`src/rtl/tanimoto_pkg.sv`:
```
// Shared encodings and constants for the tanimoto self-test source.
// Holds mode/state enums, LFSR polynomial, lane constant and the padding mask builder.
package tanimoto_pkg;

  typedef enum logic [1:0] {
    MODE_LFSR  = 2'd0,
    MODE_IDX   = 2'd1,
    MODE_ONES  = 2'd2,
    MODE_ZEROS = 2'd3
  } mode_e;

  typedef enum logic [2:0] {
    ST_IDLE = 3'd0,
    ST_THR  = 3'd1,
    ST_CNO  = 3'd2,
    ST_STRM = 3'd3,
    ST_DONE = 3'd4
  } state_e;

  localparam logic [31:0] LFSR_POLY     = 32'h80200003;
  localparam logic [31:0] LANE_K        = 32'h9E3779B9;
  localparam int          MAX_BUS_WIDTH = 4096;

  // Bits kept on a given sub-word; only the final sub-word of a vector is trimmed.
  function automatic logic [MAX_BUS_WIDTH-1:0] pad_mask(input int sub_idx, input int bus_w,
                                                        input int vec_w, input int sub_no);
    logic [MAX_BUS_WIDTH-1:0] m;
    int keep;
    keep = (sub_idx == sub_no - 1) ? vec_w - (sub_no - 1) * bus_w : bus_w;
    m = '0;
    for (int i = 0; i < MAX_BUS_WIDTH; i++) begin
      m[i] = (i < keep);
    end
    return m;
  endfunction

endpackage

```
`src/rtl/lfsr32_galois.sv`:
```
// 32-bit right-shifting Galois LFSR; load takes priority over step.
// A zero seed is forced to 1 so the register can never lock up.
module lfsr32_galois
  import tanimoto_pkg::*;
(
  input  logic        clk,
  input  logic        rstn,
  input  logic        load,
  input  logic [31:0] seed,
  input  logic        step,
  output logic [31:0] q
);

  logic [31:0] q_q, q_d;

  always_comb begin
    q_d = q_q;
    if (load) begin
      q_d = (seed == 32'd0) ? 32'd1 : seed;
    end else if (step) begin
      q_d = {1'b0, q_q[31:1]} ^ (q_q[0] ? LFSR_POLY : 32'd0);
    end
  end

  always_ff @(posedge clk) begin
    if (!rstn) q_q <= '0;
    else       q_q <= q_d;
  end

  assign q = q_q;

endmodule

```
`src/rtl/tanimoto_bist_src.sv`:
```
// On-chip stimulus source for tanimoto_top: threshold RAM load, compare-count
// handshake, then a valid/read stream of reference + compare vectors.
module tanimoto_bist_src
  import tanimoto_pkg::*;
#(
  parameter int BUS_WIDTH     = 512,
  parameter int VECTOR_WIDTH  = 920,
  parameter int SUB_VECTOR_NO = 2,
  parameter int NUM_CH        = 1,
  parameter int REF_VEC_NO    = 8,
  parameter int VEC_ID_WIDTH  = $clog2(VECTOR_WIDTH),
  parameter int CNT_WIDTH     = $clog2(VECTOR_WIDTH)
) (
  input  logic                          clk,
  input  logic                          rstn,
  input  logic                          i_Start,
  input  logic [1:0]                    i_Mode,
  input  logic [31:0]                   i_Seed,
  input  logic [VEC_ID_WIDTH-1:0]       i_CmpVecNo,
  output logic                          o_Busy,
  output logic                          o_Done,
  output logic [CNT_WIDTH-1:0]          o_BRAM_Addr,
  output logic [CNT_WIDTH:0]            o_BRAM_Din,
  output logic                          o_BRAM_En,
  output logic                          o_BRAM_WrEn,
  output logic [VEC_ID_WIDTH-1:0]       o_CmpVectorNo,
  output logic                          o_CmpVectorNoValid,
  input  logic                          i_CmpVectorNoWack,
  output logic [NUM_CH*BUS_WIDTH-1:0]   o_Vector,
  output logic                          o_Valid,
  input  logic                          i_Read,
  output logic                          o_Last
);

  localparam int LANES = BUS_WIDTH / 32;
  localparam int SUB_W = (SUB_VECTOR_NO > 1) ? $clog2(SUB_VECTOR_NO) : 1;
  localparam logic [SUB_W-1:0] SUB_LAST = SUB_W'(SUB_VECTOR_NO - 1);

  localparam logic [MAX_BUS_WIDTH-1:0] MASK_FULL_W =
    pad_mask(0, BUS_WIDTH, VECTOR_WIDTH, SUB_VECTOR_NO + 1);
  localparam logic [MAX_BUS_WIDTH-1:0] MASK_LAST_W =
    pad_mask(SUB_VECTOR_NO - 1, BUS_WIDTH, VECTOR_WIDTH, SUB_VECTOR_NO);
  localparam logic [BUS_WIDTH-1:0] MASK_FULL = MASK_FULL_W[BUS_WIDTH-1:0];
  localparam logic [BUS_WIDTH-1:0] MASK_LAST = MASK_LAST_W[BUS_WIDTH-1:0];

  state_e                  state_q, state_d;
  mode_e                   mode_q, mode_d;
  logic [CNT_WIDTH-1:0]    thr_q, thr_d;
  logic [VEC_ID_WIDTH-1:0] cnt_q, cnt_d;
  logic [31:0]             total_q, total_d;
  logic [31:0]             word_q, word_d;
  logic [SUB_W-1:0]        sub_q, sub_d;
  logic                    lfsr_load, lfsr_step;
  logic [31:0]             base_seed;
  logic                    in_strm, in_thr;
  logic [BUS_WIDTH-1:0]    mask;

  always_comb begin
    state_d   = state_q;
    mode_d    = mode_q;
    thr_d     = thr_q;
    cnt_d     = cnt_q;
    total_d   = total_q;
    word_d    = word_q;
    sub_d     = sub_q;
    lfsr_load = 1'b0;
    lfsr_step = 1'b0;
    case (state_q)
      ST_IDLE: begin
        if (i_Start) begin
          state_d   = ST_THR;
          mode_d    = mode_e'(i_Mode);
          cnt_d     = i_CmpVecNo;
          total_d   = (32'(REF_VEC_NO) + 32'(i_CmpVecNo)) * 32'(SUB_VECTOR_NO);
          thr_d     = '0;
          word_d    = '0;
          sub_d     = '0;
          lfsr_load = 1'b1;
        end
      end
      ST_THR: begin
        thr_d = thr_q + 1'b1;
        if (thr_q == CNT_WIDTH'(VECTOR_WIDTH - 1)) state_d = ST_CNO;
      end
      ST_CNO: begin
        if (i_CmpVectorNoWack) state_d = ST_STRM;
      end
      ST_STRM: begin
        if (i_Read) begin
          lfsr_step = 1'b1;
          word_d    = word_q + 32'd1;
          sub_d     = (sub_q == SUB_LAST) ? '0 : sub_q + 1'b1;
          if (word_q == total_q - 32'd1) state_d = ST_DONE;
        end
      end
      ST_DONE: state_d = ST_IDLE;
      default: state_d = ST_IDLE;
    endcase
  end

  always_ff @(posedge clk) begin
    if (!rstn) begin
      state_q <= ST_IDLE;
      mode_q  <= MODE_LFSR;
      thr_q   <= '0;
      cnt_q   <= '0;
      total_q <= '0;
      word_q  <= '0;
      sub_q   <= '0;
    end else begin
      state_q <= state_d;
      mode_q  <= mode_d;
      thr_q   <= thr_d;
      cnt_q   <= cnt_d;
      total_q <= total_d;
      word_q  <= word_d;
      sub_q   <= sub_d;
    end
  end

  assign in_thr             = (state_q == ST_THR);
  assign in_strm            = (state_q == ST_STRM);
  assign o_Busy             = in_thr || (state_q == ST_CNO) || in_strm;
  assign o_Done             = (state_q == ST_DONE);
  assign o_BRAM_En          = in_thr;
  assign o_BRAM_WrEn        = in_thr;
  assign o_BRAM_Addr        = in_thr ? thr_q : '0;
  assign o_BRAM_Din         = in_thr ? {1'b0, thr_q} : '0;
  assign o_CmpVectorNo      = cnt_q;
  assign o_CmpVectorNoValid = (state_q == ST_CNO);
  assign o_Valid            = in_strm;
  assign o_Last             = in_strm && (word_q == total_q - 32'd1);

  assign base_seed = (i_Seed == 32'd0) ? 32'd1 : i_Seed;
  assign mask      = (sub_q == SUB_LAST) ? MASK_LAST : MASK_FULL;

  for (genvar c = 0; c < NUM_CH; c++) begin : g_ch
    logic [31:0]            lfsr_q;
    logic [LANES-1:0][31:0] raw;

    lfsr32_galois u_lfsr (
      .clk  (clk),
      .rstn (rstn),
      .load (lfsr_load),
      .seed (base_seed + 32'(c)),
      .step (lfsr_step),
      .q    (lfsr_q)
    );

    for (genvar k = 0; k < LANES; k++) begin : g_lane
      localparam logic [31:0] KMUL = 32'(k) * LANE_K;
      assign raw[k] = (mode_q == MODE_LFSR) ? (lfsr_q ^ KMUL) :
                      (mode_q == MODE_IDX)  ? word_q :
                      (mode_q == MODE_ONES) ? 32'hFFFF_FFFF : 32'd0;
    end

    assign o_Vector[c*BUS_WIDTH +: BUS_WIDTH] = in_strm ? (raw & mask) : '0;
  end

endmodule

```
`config.mk`:
```
export PLATFORM = sky130hd
export DESIGN_NAME = tanimoto_bist_src
export DESIGN_NICKNAME = d
export VERILOG_FILES = /design/src/rtl/tanimoto_pkg.sv /design/src/rtl/lfsr32_galois.sv /design/src/rtl/tanimoto_bist_src.sv
export SDC_FILE = /design/constraint.sdc
export NUM_CORES = 1
export LEC_CHECK = 0
export BUFFER_PORTS_ARGS = -buffer_cell sky130_fd_sc_hd__buf_2
export CORE_AREA = 2 2 232 234
export DETAILED_ROUTE_END_ITERATION = 8
export DIE_AREA = 0 0 234 236
export GPL_TIMING_DRIVEN = 0
export PLACE_DENSITY = 0.5
export SYNTH_ARGS = -nofsm -noshare
export SYNTH_HDL_FRONTEND = slang
export SYNTH_HIERARCHICAL = 1
export SYNTH_SLANG_ARGS = --single-unit
```
`constraint.sdc`:
```
create_clock -name clk -period 7.3 [get_ports clk]
set_input_delay 0.365 -clock clk [delete_from_list [all_inputs] [get_ports clk]]
set_output_delay 0.365 -clock clk [all_outputs]
set_load 0.01 [all_outputs]
```
==> results of run 1 <==
cell type report:
class / count / area [sq um] / area share
Timing Repair Buffer: 597 / 2988 / 0.2118
Inverter: 18 / 67.56 / 0.004789
Antenna cell: 2 / 5.005 / 0.0003548
Tap cell: 696 / 870.8 / 0.06173
Clock inverter: 6 / 113.9 / 0.008071
Multi-Input combinational cell: 745 / 4367 / 0.3095
Buffer: 517 / 3505 / 0.2484
Clock buffer: 10 / 229.0 / 0.01623
Sequential cell: 98 / 1962 / 0.1391
state kept, by name, summed over array words and instances (netlist names):
signal,cells
thr_q,10
o_CmpVectorNo,10
total_q,8
g_ch.u_lfsr/q,32
state_q,3
mode_q,2
word_q,32
sub_q,1
metal layers:
metal / global-route usage / vias to the layer above / routed length [microns]
li1: - / 5364 / -
met1: 0.2167 / 5292 / 21090
met2: 0.2617 / 428 / 22170
met3: 0.03022 / 52 / 3083
met5: 0 / - / 0
met4: 0.03970 / 0 / 1157
power by group through the flow:
stage	Sequential, mW	Combinational, mW	Clock [mW]
6_report	0.579	0.235	0.570
3_5_place_dp	0.590	0.234	0
5_1_grt	0.580	0.260	0.599
3_3_place_gp	0.589	0.232	0
2_1_floorplan	0.579	0.152	0
4_1_cts	0.577	0.235	0.577
synth_stat cells, types with 3 or more instances:
master / n
a211oi_1: 6
nor2b_1: 35
nand2_1: 117
xor2_1: 32
ha_1: 5
buf_4: 408
mux2i_1: 32
and3_1: 10
and4_1: 5
a41oi_1: 3
o211a_1: 3
o21ai_0: 38
buf_1: 8
nor4_1: 22
nand3_1: 28
o2111ai_1: 3
nor2_1: 88
a21oi_1: 119
o21bai_1: 34
or3_1: 6
dfxtp_1: 98
xnor2_1: 18
nor3_1: 33
a21o_1: 8
nand4_1: 15
a31oi_1: 3
and2_1: 41
inv_1: 14
buf_2: 5
clkbuf_1: 93
nor3b_1: 4
per-stage QoR:
stage               cell area [sq um]  setup WS [ns]  hold slack [ns]    util  total power, mW
floorplan                        9901          4.619           0.4446       -           0.7310
global placement                13760          3.963           0.4431  0.2593           0.8212
global route                    14100          3.300           0.2220  0.2658            1.440
CTS                             14100          3.502           0.2230  0.2657            1.390
detailed placement              13760          3.915           0.4461  0.2593           0.8240
finish                          14110          3.490           0.2366  0.2658            1.384
worst reg2reg max path, stage by stage, from the launching register on:
cell and delay (ns):
dfxtp_1 0.31, clkbuf_1 0.21, or4b_1 0.59, inv_2 0.11, clkbuf_1 0.38, clkbuf_1 0.60, buf_2 0.34, clkbuf_1 0.35
o21ai_0 0.16, and2_1 0.17
worst paths after layout:
| check | start | to | cells after the start |
|---|---|---|---|
| setup / recovery | mode_q[1] | o_Vector[91] | 8 |
| hold / removal | i_CmpVecNo[0] | o_CmpVectorNo[0] | 3 |
| setup reg to reg | state_q[0] | g_ch[0].u_lfsr/q[2] | 9 |
| hold reg to reg | o_CmpVectorNo[3] | o_CmpVectorNo[3] | 2 |
cell families (layout without fill, tap and decap cells):
family,Yosys count,after routing
other,1,3
and+or+nand+nor,419,419
muxes,35,35
xor gates and xnor gates,50,50
DFF,98,98
buffers and inverters,535,1148
adders and majority gates,5,5
AOI/OAI and AO/OA,235,235
==> reports/results.ini, run 1 <==
[detailed_routing]
wire_per_inst_microns=17.67
drtAntennaViolNets=0
num_vias=11140
drcViolationCount=0
viasPerCell=4.141
drt-initial-drc-count=681
wirelength_microns=47510
drtPass1Iterations=5

[logic_synthesis]
synth_area_leader_cell=buf_4
synth_edf_count=0
ys_ff_latch=98
synth_top_family_by_area=buffers and inverters
synthesis.nets=1432
synth_top_area_frac=0.3094
syn_area_per_cell_sq_um=7.185
synth_fa_ha_area_frac=0.006319
synth_compound_gate_area_share=0.1433
synth-simple-area-share=0.2110
ys_seq_area_frac=0.1982
synthArstFlopShare=0
synth_cell_types=64
ys_warn_count=6
synthMuxAreaShare=0.03576
synth_xor_area_frac=0.04423
ys.flop_type=dfxtp_1
netlist_instances=1378
yosys-top-cells-area=buf_4 (31%), dfxtp_1 (20%), a21oi_1 (6.0%)
netlist_area_sq_um=9901

[die]
rows=85
die_w_microns=234
dieArea_sq_um=55220
initial_core_util=0.1866
die_height_microns=236
coreArea_sq_um=53070
pin_count=599

[finish]
final_common_cell=buf_2
final_nets=2040
layout-drive-gt1-share=0.5229
final_cell_mix=buf_2 (602), buf_4 (408), a21oi_1 (119)
fillers=5886
synthToLayoutAreaGrowth_pct=42.49
fin_cells=2689

[pwr]
power_density_nw_per_um2=98.13
ir_drop_mv=0.1220
pwr-share-clk=0.412
switchingPower_mw=0.4085
power_leakage_nw=8.047
intPower_mw=0.9759
p_sw_frac=0.2951
power_frac_seq=0.418
comb_power_share=0.170

[setup_path]
cp_max_fo=10
r2r_slack_ns=3.99
arrival_ns=3.44
slowest_delay_ns=0.79
worst_path_most_repeated_cell=clkbuf_1
critPathRequiredTime_ns=6.93
cp_top_family=buffers and inverters
critPathSlowestCell=nor2_1
crit_type=reg2out
cp_cell_sequence=clkbuf_1 -> nor2b_1 -> clkbuf_1 -> buf_1 -> a21oi_1 -> nor2_1 -> buf_4 -> buf_2
worstSetupEndpointType=primary output
path_buf_inv=5
start_kind=flip-flop

[sta]
worst_pin_slew_ns=1.260
hold_violations=0
relSlewSlack=0.1598
slew_violations=0
fin_crit_ns=3.810
fin_skew_ns=0.01083
rsz0062_at_grt=no
setup_viol=0
setup_tns_ns=0
period_share=0.5219
timing.fmax_ghz=0.2625

[status]
status=finished, final reports clean

[job]
cap_violations=0

[grt]
grt_pass1_vias=9771
grt_pass1_wl_microns=65600
grt_start_max_net_pins=17
antenna_found_initial=1
overflow=0
grt_usage=0.1608

[placed_design]
port_buffers=597
hpwl_microns=39570
gp_congestion=0.9016
placedCellCount=2671

[clocking]
cts_resized=0
clock-sinks=98
cts_buffer_depth=2
cts_inserted_buffers=9
hold_buffers=0
path_clk_slew_ns=0.07
clk_latency_ns=0.38
cts_setup_buffers=0
root_buffer=clkbuf_16
h-tree-depth=3
cts_tree=done

[worst_hold_path]
hp-class=in2reg

No activity file was read; power rests on OpenSTA's default activity.
==> run 2: changes to the inputs <==
Settings changed: PLACE_DENSITY 0.5 to 0.52.
Clock period 7.3 ns to 3.14 ns, I/O delays scaled along.
==> reports/results.ini, run 2 (same netlist as run 1, synthesis figures left out) <==
[clocking]
clk_latency_ns=0.38
hold_buffers=0
root_buffer=clkbuf_16
h-tree-depth=3
cts_tree=done
clock-sinks=98
path_clk_slew_ns=0.08
cts_inserted_buffers=9
cts_buffer_depth=2

[detailed_routing]
wirelength_microns=47240
viasPerCell=4.146
drt-initial-drc-count=652
drcViolationCount=0
drtAntennaViolNets=0
num_vias=11150
drtPass1Iterations=5
wire_per_inst_microns=17.56

[sta]
slew_violations=0
setup_tns_ns=0
period_share=0.9539
relSlewSlack=0.3082
setup_viol=0
rsz0062_at_grt=yes
fin_skew_ns=0.008045
timing.fmax_ghz=0.3339
fin_crit_ns=2.995
hold_violations=0
worst_pin_slew_ns=1.036
holdWs_ns=0.02400

[grt]
grt_pass1_vias=9668
antenna_found_initial=3
grt_usage=0.1594
grt_start_max_net_pins=19
grt_pass1_wl_microns=65160
overflow=0

[setup_path]
cp_cell_sequence=clkbuf_1 -> clkbuf_1 -> o21bai_1 -> a21oi_1 -> buf_4 -> buf_2
critPathRequiredTime_ns=2.98
cp-startpoint=mode_q[1]
regToRegStartpoint=o_CmpVectorNo[0]
worstSetupEndpointType=primary output
worst_path_most_repeated_cell=clkbuf_1
rr_endpoint=state_q[0]
reg2reg_depth=9
start_kind=flip-flop
r2r_slack_ns=0.36
crit_type=reg2out
arrival_ns=2.84
critPathSlowestCell=a21oi_1
cp_max_fo=10
slowest_delay_ns=0.72

[finish]
final_cell_mix=buf_2 (605), buf_4 (414), nand2_1 (117)
final_common_cell=buf_2
final_nets=2042
layout-drive-gt1-share=0.5665
seq_area_sq_um=1969
fillers=5906
synthToLayoutAreaGrowth_pct=46.49
multi_input_area_sq_um=4745

[pwr]
p_total_mw=3.161
intPower_mw=2.134
power_leakage_nw=8.117
switchingPower_mw=1.027
pwr-share-clk=0.383
power_frac_seq=0.428
comb_power_share=0.189
ir_drop_mv=0.2254
power_density_nw_per_um2=218.0
p_sw_frac=0.3249

[worst_hold_path]
hold_path_depth=3
min_from=i_Mode[0]
holdPathEnd=mode_q[0]
hp-class=in2reg

[die]
initial_core_util=0.1866
die_w_microns=234
coreArea_sq_um=53070
pin_count=599
dieArea_sq_um=55220
die_height_microns=236
rows=85

[placed_design]
port_buffers=597
gp_congestion=0.9088
hpwl_microns=39050

[job]
cap_violations=0

[status]
status=finished, final reports clean

run 2: area by class of cell:
| cell class | instances | share of cell area |
|---|---|---|
| multi-input combinational | 745 | 0.3271 |
| inverter | 18 | 0.004658 |
| clock buffer | 9 | 0.01553 |
| antenna | 1 | 0.0001725 |
| clock inverter | 7 | 0.005952 |
| buffer | 514 | 0.2420 |
| sequential | 98 | 0.1358 |
| timing repair buffer | 602 | 0.2088 |
| tap | 696 | 0.06004 |
run 2: what timing repair did:
action | in CTS | in global routing
setup buffers | 0 | 5
resized for setup | 47 | 63
pin swaps | 0 | 8
setup endpoints to repair | 346 | 260
endpoints found under the hold margin | 0 | 0
run 2: worst max-delay path by stage:
stage          cells past startpoint                   end
3_5_place_dp                       9   g_ch[0].u_lfsr/q[2]
5_1_grt                           12                o_Last
6_report                           6         o_Vector[395]
3_3_place_gp                       9  g_ch[0].u_lfsr/q[30]
2_1_floorplan                     12            state_q[0]
4_1_cts                            8         o_Vector[500]
run 2: worst max-delay path: cells and delay by family, from the launching register on:
kind / cells / cell delay, ns
AOI/OAI and AO/OA: 2 / 0.89
buffers and inverters: 4 / 1.25
DFF: 1 / 0.31
run 2: metrics by stage:
stage | utilization | area [sq um] | instances | setup slack [ns]
2_1_floorplan | - | 9901 | 1378 | 0.5543
3_3_place_gp | 0.2593 | 13760 | 2671 | -0.04854
3_5_place_dp | 0.2593 | 13760 | 2671 | -0.1209
4_1_cts | 0.2680 | 14220 | 2686 | -0.2965
5_1_grt | 0.2733 | 14500 | 2690 | -0.03732
6_report | 0.2733 | 14500 | 2690 | 0.1448
run 2: power by group through the flow:
stage                     logic (mW)  clock network (mW)  registers (mW)
after global routing           0.657                1.27            1.36
after floorplan                0.353                   0            1.35
final                          0.598                1.21            1.35
after global placement         0.546                   0            1.37
after CTS                      0.568                1.23            1.35
after detailed placement       0.551                   0            1.37
run 2: metal layers:
| layer | track usage | routed length (microns) | vias up |
|---|---|---|---|
| met1 | 0.2109 | 20720 | 5370 |
| met4 | 0.05044 | 1111 | 2 |
| met2 | 0.2618 | 22620 | 383 |
| met5 | 0 | 12 | - |
| li1 | - | - | 5363 |
| met3 | 0.02660 | 2770 | 36 |
